==> config.mk <==
export PLATFORM = sky130hd
export DESIGN_NAME = stream_rx_fifo_flat
export DESIGN_NICKNAME = d
export VERILOG_FILES = /design/src/rtl/stream_rx_fifo_pkg.sv /design/src/rtl/stream_rx_fifo_if.sv /design/src/rtl/stream_rx_fifo_mem.sv /design/src/rtl/stream_rx_fifo.sv /design/src/flat_wrapper.sv
export SDC_FILE = /design/constraint.sdc
export NUM_CORES = 1
export LEC_CHECK = 0
export BUFFER_PORTS_ARGS = -buffer_cell sky130_fd_sc_hd__buf_2
export CORE_ASPECT_RATIO = 0.6
export CORE_MARGIN = 3
export CORE_UTILIZATION = 53
export CTS_CLUSTER_DIAMETER = 60
export DETAILED_ROUTE_END_ITERATION = 12
export HOLD_SLACK_MARGIN = 0.06
export PLACE_DENSITY = 0.79
export RECOVER_POWER = 25
export SETUP_SLACK_MARGIN = 0.02
export SLEW_MARGIN = 20
export SYNTH_ARGS = -nofsm -noshare
export SYNTH_HDL_FRONTEND = slang
export SYNTH_HIERARCHICAL = 1
export SYNTH_SLANG_ARGS = --single-unit
==> constraint.sdc <==
create_clock -name clock -period 5.4 [get_ports clock]
set_input_delay 1.08 -clock clock [delete_from_list [all_inputs] [get_ports clock]]
set_output_delay 1.08 -clock clock [all_outputs]
set_load 0.02 [all_outputs]
==> src/rtl/stream_rx_fifo_pkg.sv <==
// Shared constants and helpers for the valid-only stream receive FIFO.
package stream_rx_pkg;

  localparam int DEF_DATA_WIDTH = 12;
  localparam int DEF_DEPTH      = 16;
  localparam int DROP_CNT_W     = 16;

  function automatic int addr_w(input int depth);
    return $clog2(depth);
  endfunction

endpackage

==> src/rtl/stream_rx_fifo_if.sv <==
// Stream bundle: valid-only producer side plus ready/valid consumer side.
interface stream_rx_fifo_if #(
  parameter int DATA_WIDTH = stream_rx_pkg::DEF_DATA_WIDTH
);
  logic [DATA_WIDTH-1:0] data_in;
  logic                  datavalid_in;
  logic                  ready_in;
  logic [DATA_WIDTH-1:0] data_out;
  logic                  datavalid_out;

  modport slave (
    input  data_in, datavalid_in, ready_in,
    output data_out, datavalid_out
  );

  modport master (
    output data_in, datavalid_in, ready_in,
    input  data_out, datavalid_out
  );
endinterface

==> src/rtl/stream_rx_fifo_mem.sv <==
// Simple dual-port storage: synchronous write, asynchronous read.
module stream_rx_fifo_mem #(
  parameter int DATA_WIDTH = 12,
  parameter int DEPTH      = 16,
  localparam int ADDR_W    = $clog2(DEPTH)
) (
  input  logic                  clock,
  input  logic                  wr_en,
  input  logic [ADDR_W-1:0]     wr_addr,
  input  logic [DATA_WIDTH-1:0] wr_data,
  input  logic [ADDR_W-1:0]     rd_addr,
  output logic [DATA_WIDTH-1:0] rd_data
);

  logic [DATA_WIDTH-1:0] mem_q [DEPTH];

  always_ff @(posedge clock) begin
    if (wr_en) mem_q[wr_addr] <= wr_data;
  end

  assign rd_data = mem_q[rd_addr];

endmodule

==> src/rtl/stream_rx_fifo.sv <==
// Receive FIFO: absorbs an unstallable valid-only stream, re-presents it over ready/valid.
// Optional STREAM_RX_DROP_CNT_EN adds a saturating drop_count output.
module stream_rx_fifo
  import stream_rx_pkg::*;
#(
  parameter int DATA_WIDTH = DEF_DATA_WIDTH,
  parameter int DEPTH      = DEF_DEPTH
) (
  input  logic                     clock,
  input  logic                     reset,
  stream_rx_fifo_if.slave          s_if,
  input  logic                     ovf_clear,
  output logic [$clog2(DEPTH):0]   level,
  output logic                     overflow,
  output logic                     overflow_sticky
`ifdef STREAM_RX_DROP_CNT_EN
  , output logic [DROP_CNT_W-1:0]  drop_count
`endif
);

  localparam int ADDR_W = addr_w(DEPTH);
  localparam int CNT_W  = ADDR_W + 1;

  logic [ADDR_W-1:0]     wr_ptr_q, wr_ptr_d;
  logic [ADDR_W-1:0]     rd_ptr_q, rd_ptr_d;
  logic [CNT_W-1:0]      count_q, count_d;
  logic                  ovf_q, ovf_d;
  logic                  sticky_q, sticky_d;
  logic                  full, empty, push, pop, drop;
  logic [DATA_WIDTH-1:0] rd_data;

  assign full  = (count_q == CNT_W'(DEPTH));
  assign empty = (count_q == '0);
  assign pop   = !empty && s_if.ready_in;
  // A pop frees a slot in the same edge, so a full FIFO still accepts.
  assign push  = s_if.datavalid_in && (!full || pop);
  assign drop  = s_if.datavalid_in && full && !pop;

  always_comb begin
    wr_ptr_d = wr_ptr_q;
    rd_ptr_d = rd_ptr_q;
    count_d  = count_q;
    if (push) wr_ptr_d = wr_ptr_q + ADDR_W'(1);
    if (pop)  rd_ptr_d = rd_ptr_q + ADDR_W'(1);
    case ({push, pop})
      2'b10:   count_d = count_q + CNT_W'(1);
      2'b01:   count_d = count_q - CNT_W'(1);
      default: count_d = count_q;
    endcase
    ovf_d    = drop;
    // A drop in the same cycle as a clear keeps the sticky set.
    sticky_d = drop ? 1'b1 : (ovf_clear ? 1'b0 : sticky_q);
  end

  always_ff @(posedge clock) begin
    if (reset) begin
      wr_ptr_q <= '0;
      rd_ptr_q <= '0;
      count_q  <= '0;
      ovf_q    <= 1'b0;
      sticky_q <= 1'b0;
    end else begin
      wr_ptr_q <= wr_ptr_d;
      rd_ptr_q <= rd_ptr_d;
      count_q  <= count_d;
      ovf_q    <= ovf_d;
      sticky_q <= sticky_d;
    end
  end

  stream_rx_fifo_mem #(
    .DATA_WIDTH (DATA_WIDTH),
    .DEPTH      (DEPTH)
  ) u_mem (
    .clock   (clock),
    .wr_en   (push),
    .wr_addr (wr_ptr_q),
    .wr_data (s_if.data_in),
    .rd_addr (rd_ptr_q),
    .rd_data (rd_data)
  );

`ifdef STREAM_RX_DROP_CNT_EN
  logic [DROP_CNT_W-1:0] drop_cnt_q, drop_cnt_d;

  always_comb begin
    drop_cnt_d = drop_cnt_q;
    if (ovf_clear)
      drop_cnt_d = drop ? DROP_CNT_W'(1) : '0;
    else if (drop && (drop_cnt_q != '1))
      drop_cnt_d = drop_cnt_q + DROP_CNT_W'(1);
  end

  always_ff @(posedge clock) begin
    if (reset) drop_cnt_q <= '0;
    else       drop_cnt_q <= drop_cnt_d;
  end

  assign drop_count = drop_cnt_q;
`endif

  assign s_if.datavalid_out = !empty;
  assign s_if.data_out      = empty ? '0 : rd_data;
  assign level              = count_q;
  assign overflow           = ovf_q;
  assign overflow_sticky    = sticky_q;

endmodule

==> src/flat_wrapper.sv <==
// flat-port wrapper written by rule: the top's interface ports become plain ports
module stream_rx_fifo_flat import stream_rx_pkg::*;
#(
  parameter int DATA_WIDTH = DEF_DATA_WIDTH,
  parameter int DEPTH      = DEF_DEPTH
)
  (clock, reset, ovf_clear, level, overflow, overflow_sticky, s_if_data_in, s_if_datavalid_in, s_if_ready_in, s_if_data_out, s_if_datavalid_out);
  stream_rx_fifo_if #(.DATA_WIDTH(DATA_WIDTH)) s_if_i ();
  input  logic clock;
  input  logic reset;
  input  logic ovf_clear;
  output logic [$clog2(DEPTH):0] level;
  output logic overflow;
  output logic overflow_sticky;
  input wire logic [$bits(s_if_i.data_in)-1:0] s_if_data_in;
  input wire logic [$bits(s_if_i.datavalid_in)-1:0] s_if_datavalid_in;
  input wire logic [$bits(s_if_i.ready_in)-1:0] s_if_ready_in;
  output wire logic [$bits(s_if_i.data_out)-1:0] s_if_data_out;
  output wire logic [$bits(s_if_i.datavalid_out)-1:0] s_if_datavalid_out;
  assign s_if_i.data_in = s_if_data_in;
  assign s_if_i.datavalid_in = s_if_datavalid_in;
  assign s_if_i.ready_in = s_if_ready_in;
  assign s_if_data_out = s_if_i.data_out;
  assign s_if_datavalid_out = s_if_i.datavalid_out;
  stream_rx_fifo #(.DATA_WIDTH(DATA_WIDTH), .DEPTH(DEPTH)) u_core (.clock(clock), .reset(reset), .s_if(s_if_i), .ovf_clear(ovf_clear), .level(level), .overflow(overflow), .overflow_sticky(overflow_sticky));
endmodule
==> results.tsv, run 1 <==
stage	metric	value	unit
status	outcome	complete, no violations	
setup_path	critPathTopFamily	flip-flops	
global_routing	grt_pass1_wl	26500	µm
global_routing	gr-usage-all-layers	0.208	
floorplan	die_w	167	µm
timing	period_share	0.745	
cts	ctsHtreeMaxLevel	1	
synthesis	synth_area_per_cell	19.5	µm²
detailed_routing	wl_per_cell	25.7	µm
timing	timing.fmax	248	MHz
setup_path	startpoint	u_core/rd_ptr_q[0]	
synthesis	async_flop_share	0	
pwr	power_leakage	0.00299	µW
cts	cts_num_sinks	207	
setup_path	path_class	reg -> out	
synthesis	synth_common_cells	edfxtp_1, mux4_2, a22oi_1	
floorplan	core-area	14900	µm²
layout	syn2layout_area_growth	11.6	%
timing	rsz0062_at_grt	no	
synthesis	synth_edf_count	192	
pwr	power	3880	µW
cts	clk_latency	0.47	ns
detailed_routing	drc	0	
cts	cts_buffer_depth	3	
cts	hold_buffers	0	
setup_path	start_kind	flip-flop	
setup_path	slowest_stage	dfxtp_2	
setup_path	cpPeakStageDelay	0.88	ns
timing	setup_viol	0	
timing	worst_slew_pin_slew	1.12	ns
synthesis	yosysWarnings	6	
detailed_routing	vias	4355	
synthesis	netlist_instances	424	
synthesis	synthFlopType	edfxtp_1	
global_routing	grt_max_degree	39	
cts	cts_tree	built	
synthesis	yosysMostFrequentCell	edfxtp_1	
setup_path	critPathBufInv	2	
cts	cts_resized	0	
timing	finalSetupTns	0	ns
placement	routabilityCongestion	0.789	
cts	clock-root-buffer	clkbuf_16	
floorplan	rows	34	
placement	place_hpwl	10400	µm
timing	min_period	4.02	ns
layout	nNetsFinal	496	
floorplan	die_area	17200	µm²
setup_path	r2r_start	u_core/level[1]	
detailed_routing	drtIter0Drc	476	
detailed_routing	firstDrtPassIters	5	
cts	numCtsBuffers	18	
global_routing	grt_antenna_before_repair	0	
synthesis	syn_area	8270	µm²
worst_hold_path	hp-class	reg -> reg	
placement	dpl_cell_area	8720	µm²
pwr	vdd_ir_drop_max	259	µV
cts	clkSlewWorstSetupHoldPaths	0.06	ns
setup_path	required	4.32	ns
pwr	power_density	420	nW/µm²
synthesis	ys_seq_area_frac	0.734	
job	maxCapViolations	0	
layout	nFillCells	1025	
layout	final_core_utilization	0.620	
synthesis	synth_area_leader_cell	edfxtp_1	
synthesis	synth_area_leaders	edfxtp_1, mux4_2, mux4_1	
layout	layout-drive-gt1-share	0.228	
setup_path	worstPathCellList	buf_4 > mux4_1 > a22oi_1 > nand2_1 > and2_1 > buf_2	
synthesis	ys_types	42	
setup_path	endpoint_kind	output port	
placement	port_buffers	36	
worst_hold_path	min_from	u_core/overflow_sticky	
cts	post-cts-setup-buffers	0	
detailed_routing	ant_nets	0	
global_routing	grt-ovfl-total	0	
global_routing	grt_pass1_vias	4309	
setup_path	arrival	2.94	ns
synthesis	synth-seq-cells	207	
detailed_routing	viasPerCell	6.37	
layout	finalInstanceArea	9230	µm²
floorplan	die_y	103	µm
synthesis	synth_top_area_frac	0.697	
timing	hold_viol	0	
detailed_routing	drt-total-wl	17600	µm
synthesis	syn_nets	444	
layout	n_antenna_cell	0	
setup_path	worstPathMaxFanout	25	
timing	drv_slew	0	
timing	slew_headroom	0.252	
floorplan	num_io_pins	37	
floorplan	start_util	0.555	
timing	finClkSkew	0.00836	ns
-- layer usage --
metal / wire length [µm] / up-vias / global-route usage
li1: - / 1849 / -
met2: 8450 / 221 / 0.338
met5: 0 / - / 0
met4: 214 / 0 / 0.0390
met1: 7220 / 2267 / 0.295
met3: 1710 / 18 / 0.0548
-- per-stage QoR --
stage | hold slack (ns) | worst slack (ns) | instances
floorplan | 0.493 | 2.14 | 424
global placement | 0.453 | 1.85 | 654
global route | 0.518 | 1.14 | 684
CTS | 0.483 | 1.29 | 684
finish | 0.480 | 1.38 | 684
detailed placement | 0.472 | 1.80 | 654
-- area by class of cell --
cell class / instances / area, µm² / share of cell area
Clock inverter: 8 / 37.5 / 0.00407
Clock buffer: 22 / 487 / 0.0528
Multi-Input combinational cell: 195 / 2090 / 0.227
Timing Repair Buffer: 52 / 285 / 0.0309
Tap cell: 198 / 248 / 0.0269
Sequential cell: 207 / 6070 / 0.658
Inverter: 2 / 7.51 / 0.000814
-- flip-flops by register name (all words and copies together) (netlist names) --
signal,cells
u_core/wr_ptr_q,4
u_core/overflow,1
u_core/rd_ptr_q,4
u_core/level,5
u_core/overflow_sticky,1
u_core/u_mem/mem_q,192
-- report_power, final --
part / switching [µW] / total, µW / leakage, µW / internal (µW)
Clock: 526 / 1170 / 0.000257 / 639
Combinational: 437 / 821 / 0.000875 / 384
Sequential: 98.4 / 1890 / 0.00186 / 1790
Total: 1060 / 3880 / 0.00299 / 2810
-- placed cells by master, fill, tap and decap left out, types with 3 or more instances in the layout --
| cell | Yosys | layout |
|---|---|---|
| edfxtp_1 | 192 | 192 |
| mux4_2 | 33 | 33 |
| buf_2 | 5 | 24 |
| a22oi_1 | 24 | 24 |
| clkbuf_16 | 0 | 19 |
| nand2_1 | 17 | 17 |
| nor2_1 | 23 | 17 |
| buf_4 | 0 | 16 |
| clkbuf_1 | 10 | 15 |
| mux4_1 | 15 | 15 |
| and2_1 | 13 | 13 |
| dfxtp_1 | 15 | 13 |
| nand3_1 | 7 | 7 |
| nor2b_1 | 6 | 6 |
| nor2_2 | 0 | 6 |
| clkinv_1 | 0 | 5 |
| nor3_1 | 9 | 5 |
| a21oi_1 | 5 | 5 |
| xor2_1 | 5 | 5 |
| nand2b_1 | 4 | 4 |
| mux2i_1 | 4 | 4 |
| nor3_2 | 0 | 4 |
| o21ai_1 | 3 | 3 |
| ha_1 | 3 | 3 |
-- final timing paths --
kind | end | slack, ns | cells past startpoint
max | s_if_data_out[11] | 1.38 | 6
min | u_core/overflow_sticky | 0.48 | 2
max reg2reg | u_core/u_mem/mem_q[1][4] | 2.67 | 5
min reg2reg | u_core/overflow_sticky | 0.48 | 2
-- logic make-up after synthesis --
group                    Yosys count  share of synthesized area
flip-flops                       207                      0.734
AND/OR/NAND/NOR                   89                     0.0551
multiplexers                      54                      0.145
AO/OA/AOI/OAI                     44                     0.0389
buffers and inverters             22                     0.0174
XOR/XNOR                           5                    0.00530
adder cells (fa/ha/maj)            3                    0.00454
-- worst register-to-register path: cells and delay by family, from the launching register on --
| family | cells | cell delay (ns) |
|---|---|---|
| flops | 1 | 0.51 |
| simple gates | 3 | 1.60 |
| buf+inv | 1 | 0.13 |
| compound gates | 1 | 0.10 |
No activity file was read; power rests on OpenSTA's default activity.
==> run 2, diff against run 1 <==
Settings changed: PLACE_DENSITY 0.79 to 0.82.
Clock period 5.4 ns to 3.5 ns, I/O delays scaled along.
==> run 2 against run 1 <==
Compared with the run above: final cell count grew 1.5%; via count shrank 0.39%; combinational power grew 66%; setup slack lost 1.2 ns; routed wire length shrank 3.6%; largest cell class unchanged; largest power group unchanged.
==> results.tsv, run 2 (synthesis gave the netlist of run 1 again) <==
stage	metric	value	unit	change
timing	finalSetupTns	0	ns	unchanged
floorplan	start_util	0.555		unchanged
cts	ctsHtreeMaxLevel	1		unchanged
detailed_routing	vias	4338		-0.39%
layout	final_cell_mix	edfxtp_1, mux4_2, buf_2, buf_4, a22oi_1		
floorplan	die_area	17200	µm²	unchanged
pwr	power_density	651	nW/µm²	+55%
cts	clock-root-buffer	clkbuf_16		
cts	cts_buffer_depth	3		unchanged
detailed_routing	drc	0		unchanged
layout	syn2layout_area_growth	12.8	%	
setup_path	worstPathMaxFanout	14		-44%
setup_path	arrival	2.58	ns	-0.36 ns
layout	layout-drive-gt1-share	0.242		+0.0135
layout	nNetsFinal	506		+2.0%
timing	worst_slew_pin_slew	0.902	ns	-0.219 ns
cts	numCtsBuffers	19		+1
layout	top_register	u_core/u_mem/mem_q		
floorplan	core-area	14900	µm²	unchanged
floorplan	die_y	103	µm	unchanged
floorplan	num_io_pins	37		unchanged
timing	finClkSkew	0.00676	ns	-0.00161 ns
cts	cts_tree	built		
timing	min_period	3.28	ns	
layout	layout_commonest_cell	edfxtp_1		
pwr	vdd_ir_drop_max	392	µV	+51%
global_routing	grt_antenna_before_repair	0		unchanged
timing	timing.fmax	305	MHz	
detailed_routing	drtIter0Drc	482		+1.3%
timing	slew_headroom	0.396		+0.144
layout	fin_cells	694		+1.5%
placement	routabilityCongestion	0.835		+5.8%
detailed_routing	viasPerCell	6.25		-1.8%
cts	clk_latency	0.47	ns	about the same
floorplan	die_w	167	µm	unchanged
global_routing	grt_pass1_vias	4399		+2.1%
cts	cts_resized	0		unchanged
detailed_routing	wl_per_cell	24.4	µm	-5.0%
layout	n_antenna_cell	0		unchanged
setup_path	endpoint_kind	output port		
status	outcome	complete, no violations		
timing	rsz0062_at_grt	no		
cts	post-cts-setup-buffers	0		unchanged
setup_path	required	2.80	ns	-1.52 ns
job	maxCapViolations	0		unchanged
placement	placedCellCount	663		+1.4%
global_routing	grt_max_degree	33		-15%
detailed_routing	ant_nets	0		unchanged
global_routing	grt_pass1_wl	25700	µm	-2.7%
detailed_routing	firstDrtPassIters	5		unchanged
timing	setup_viol	0		unchanged
placement	place_hpwl	10700	µm	+2.9%
cts	cts_num_sinks	207		unchanged
setup_path	path_class	reg -> out		
worst_hold_path	hp-class	reg -> reg		
layout	nFillCells	1024		-0.098%
detailed_routing	drt-total-wl	17000	µm	-3.6%
pwr	power_leakage	0.00307	µW	+2.7%
global_routing	grt-ovfl-total	0		unchanged
setup_path	start_kind	flip-flop		
timing	hold_viol	0		unchanged
timing	drv_slew	0		unchanged
placement	port_buffers	36		unchanged
pwr	power	6070	µW	+57%
layout	largest_reg_flops	192		unchanged
timing	period_share	0.937		
global_routing	gr-usage-all-layers	0.200		-0.00779
floorplan	rows	34		unchanged
cts	clkSlewWorstSetupHoldPaths	0.06	ns	about the same
cts	hold_buffers	0		unchanged
==> run 2: cell count changes in the layout (fill, tap and decap cells not counted) <==
| cell | change |
|---|---|
| buf_2 | +5 |
| clkinv_1 | -1 |
| bufinv_16 | +1 |
| clkinv_4 | -1 |
| nor2_1 | +6 |
| buf_4 | +8 |
| nor2_2 | -6 |
| clkbuf_1 | -4 |
| clkinv_2 | +1 |
| buf_12 | +1 |
==> run 2: area by class of cell <==
class / count / area (µm²) / share of cell area
clock buffers: 23 / 490 / 0.0526
clock inverters: 8 / 60.1 / 0.00644
inverters: 2 / 7.51 / 0.000805
multi-input cells: 195 / 2080 / 0.223
flip-flops and latches: 207 / 6070 / 0.651
well taps: 198 / 248 / 0.0266
repair buffers: 61 / 372 / 0.0399
==> run 2: power by group <==
part	internal, µW	switching (µW)	leakage (µW)
clock network	1060	804	0.000271
registers	2760	79.8	0.00186
logic	598	764	0.000942
total	4420	1650	0.00307
==> run 2: worst paths after layout <==
path                                              from                endpoint  slack [ns]  cells past startpoint
worst max register to register         u_core/level[0]         u_core/level[4]        0.96                      7
worst min-delay path            u_core/overflow_sticky  u_core/overflow_sticky        0.48                      2
worst min register to register  u_core/overflow_sticky  u_core/overflow_sticky        0.48                      2
worst max-delay path                   u_core/level[0]        s_if_data_out[7]        0.22                      4
==> run 2: per-stage QoR <==
| step | cell area, µm² | hold WS, ns | setup WS [ns] | util |
|---|---|---|---|---|
| final | 9320 | 0.478 | 0.222 | 0.626 |
| after CTS | 9330 | 0.484 | 0.268 | 0.627 |
| after detailed placement | 8780 | 0.473 | 0.790 | 0.590 |
| after floorplan | 8270 | 0.493 | 0.622 | - |
| after global placement | 8780 | 0.463 | 0.815 | 0.590 |
| after global routing | 9320 | 0.514 | 0.143 | 0.626 |
==> run 2: worst max-delay path: stages (launching register included) <==
cell,delay [ns]
dfxtp_1,0.39
nor4_2,0.53
nand2_1,0.62
and2_1,0.40
buf_2,0.16
==> run 2: per-layer routing <==
| metal | up-vias | wire, µm | global-route usage |
|---|---|---|---|
| met5 | - | 0 | 0 |
| met4 | 0 | 293 | 0.0490 |
| met3 | 28 | 1550 | 0.0429 |
| met2 | 217 | 7960 | 0.319 |
| met1 | 2222 | 7150 | 0.291 |
| li1 | 1871 | - | - |
==> run 3, diff against run 2 <==
Settings changed: CORE_UTILIZATION 53 to 55, PLACE_DENSITY 0.82 to 0.84.
==> run 3 against run 2 <==
Compared with the run above: via count decreased by 0.39%; sequential power about the same; critical path depth increased by 2; setup slack got worse by 0.0073 ns; clock-buffer cell count decreased by 2; flip-flop and latch count unchanged; first-iteration DRC count decreased by 4.8%; non-clock buffer count decreased by 2; power decreased by 0.87%; maximum frequency decreased by 0.22%.
==> results.tsv, run 3 (synthesis gave the netlist of run 1 again) <==
stage	metric	value	unit	change
floorplan	core-area	14600	µm²	-2.0%
floorplan	start_util	0.567		+0.0113
global_routing	grt_pass1_vias	4339		-1.4%
global_routing	grt_antenna_before_repair	0		unchanged
detailed_routing	firstDrtPassIters	5		unchanged
pwr	switchingPower	1650	µW	+0.28%
placement	place_hpwl	10700	µm	+0.56%
cts	clock-root-buffer	clkbuf_16		
detailed_routing	drc	0		unchanged
timing	worst_slew_pin_slew	0.819	ns	-0.0837 ns
detailed_routing	viasPerCell	6.24		-0.25%
global_routing	grt_pass1_wl	26500	µm	+3.0%
global_routing	use_met1	0.332		+0.0414
timing	hold_viol	0		unchanged
job	maxCapViolations	0		unchanged
layout	syn2layout_area_growth	12.7	%	
floorplan	die_w	164	µm	-1.8%
layout	layout-drive-gt1-share	0.240		-0.00153
pwr	power_leakage	0.00305	µW	-0.72%
cts	cts_buffer_depth	3		unchanged
floorplan	rows	34		unchanged
cts	clkSlewWorstSetupHoldPaths	0.06	ns	about the same
cts	post-cts-setup-buffers	0		unchanged
timing	drv_slew	0		unchanged
cts	cts_tree	built		
layout	final_cell_mix	edfxtp_1, mux4_2, buf_2, nor2_1, a22oi_1		
setup_path	arrival	2.59	ns	about the same
timing	rsz0062_at_grt	no		
detailed_routing	vias	4321		-0.39%
floorplan	die_area	16600	µm²	-3.5%
layout	top_register	u_core/u_mem/mem_q		
layout	largest_reg_flops	192		unchanged
timing	period_share	0.939		+0.00208
timing	slew_headroom	0.452		+0.0560
layout	layout_commonest_cell	edfxtp_1		
pwr	power_density	646	nW/µm²	-0.76%
pwr	p_seq_frac	0.473		+0.005
placement	port_buffers	36		unchanged
layout	n_antenna_cell	0		unchanged
setup_path	reg2regPathDepth	6		-1
pwr	internal_power	4370	µW	-1.3%
setup_path	required	2.80	ns	about the same
timing	finalSetupTns	0	ns	unchanged
setup_path	endpoint_kind	output port		
setup_path	path_class	reg -> out		
worst_hold_path	hp-class	reg -> reg		
timing	timing.fmax	304	MHz	-0.22%
global_routing	gr-usage-all-layers	0.220		+0.0200
setup_path	worstPathCellList	buf_12 > mux4_1 > a22oi_1 > nand2_1 > and2_1 > buf_2		
global_routing	grtUsageMet2	0.331		+0.0122
detailed_routing	drtIter0Drc	459		-4.8%
setup_path	critPathBufInv	2		+1
setup_path	start_kind	flip-flop		
setup_path	ff2ff_setup_slack	0.86	ns	-0.10 ns
pwr	p_comb_frac	0.224		about the same
detailed_routing	ant_nets	0		unchanged
timing	min_period	3.29	ns	+0.00730 ns
layout	nNetsFinal	504		-0.40%
worst_hold_path	hold_path_depth	2		unchanged
cts	clk_latency	0.48	ns	about the same
pwr	p_sw_frac	0.274		+0.00313
placement	dpl_cell_area	8780	µm²	about the same
setup_path	cp_num_cells	6		+2
cts	numCtsBuffers	19		unchanged
global_routing	grtUsageMet3	0.0456		+0.00265
layout	finalInstanceArea	9310	µm²	-0.11%
global_routing	grt-ovfl-total	0		unchanged
cts	hold_buffers	0		unchanged
detailed_routing	drt-total-wl	17400	µm	+2.8%
setup_path	critPathTopFamily	multiplexers		
floorplan	num_io_pins	37		unchanged
detailed_routing	wl_per_cell	25.2	µm	+3.0%
cts	cts_num_sinks	207		unchanged
global_routing	grt_max_degree	52		+58%
timing	finClkSkew	0.00482	ns	-0.00193 ns
setup_path	cpPeakStageDelay	0.59	ns	-0.03 ns
setup_path	slowest_stage	mux4_1		
cts	cts_resized	0		unchanged
floorplan	die_y	101	µm	-1.7%
timing	setup_viol	0		unchanged
pwr	vdd_ir_drop_max	418	µV	+6.7%
setup_path	worstPathMaxFanout	24		+10
global_routing	busiest_layer	met1		
status	outcome	complete, no violations		
cts	ctsHtreeMaxLevel	1		unchanged
pwr	p_clk_frac	0.303		-0.005
placement	routabilityCongestion	0.787		-5.7%
run 3: cell types whose count changed in the layout (fill, tap and decap cells not counted), sizes merged:
cell	previous run	this run
bufinv	1	0
clkinv	7	9
clkbuf	30	29
buf	54	51
clkinvlp	0	2
run 3: final cells by class:
cell class              count  area (µm²)
clock inverters            11        52.6
fillers                   972        5280
well taps                 198         248
inverters                   2        7.51
clock buffers              21         483
multi-input cells         195        2080
flip-flops and latches    207        6070
repair buffers             59         372
run 3: final timing paths:
kind | end | startpoint
worst max register to register | u_core/u_mem/mem_q[3][5] | u_core/level[1]
worst min register to register | u_core/overflow_sticky | u_core/overflow_sticky
worst max-delay path | s_if_data_out[7] | u_core/rd_ptr_q[0]
worst min-delay path | u_core/overflow_sticky | u_core/overflow_sticky
run 3: metrics by stage:
step / total power [µW] / utilization / setup slack [ns] / hold WS (ns) / cells
3_5_place_dp: 4250 / 0.602 / 0.634 / 0.462 / 661
4_1_cts: 6070 / 0.638 / 0.114 / 0.472 / 693
3_3_place_gp: 4210 / 0.602 / 0.705 / 0.456 / 661
6_report: 6020 / 0.638 / 0.215 / 0.466 / 693
2_1_floorplan: 3940 / - / 0.622 / 0.493 / 424
5_1_grt: 6280 / 0.638 / 0.0916 / 0.508 / 693
run 3: power groups by stage:
stage / logic [µW] / registers, µW / clock network, µW
2_1_floorplan: 1060 / 2880 / 0
3_3_place_gp: 1310 / 2890 / 0
3_5_place_dp: 1350 / 2900 / 0
4_1_cts: 1360 / 2850 / 1860
5_1_grt: 1450 / 2860 / 1970
6_report: 1350 / 2850 / 1820
run 3: metal layers:
layer,vias to the layer above,part of all wire
li1,1865,-
met1,2219,0.42
met2,201,0.46
met3,36,0.088
met4,0,0.026
met5,-,0
run 3: worst reg2reg max path, cell delays in order (launching register included):
cell and delay (ns):
dfxtp_1 0.52, or4_4 0.26, o31ai_4 0.09, inv_1 0.12
or3b_1 0.45, nor2_1 0.58, buf_4 0.32
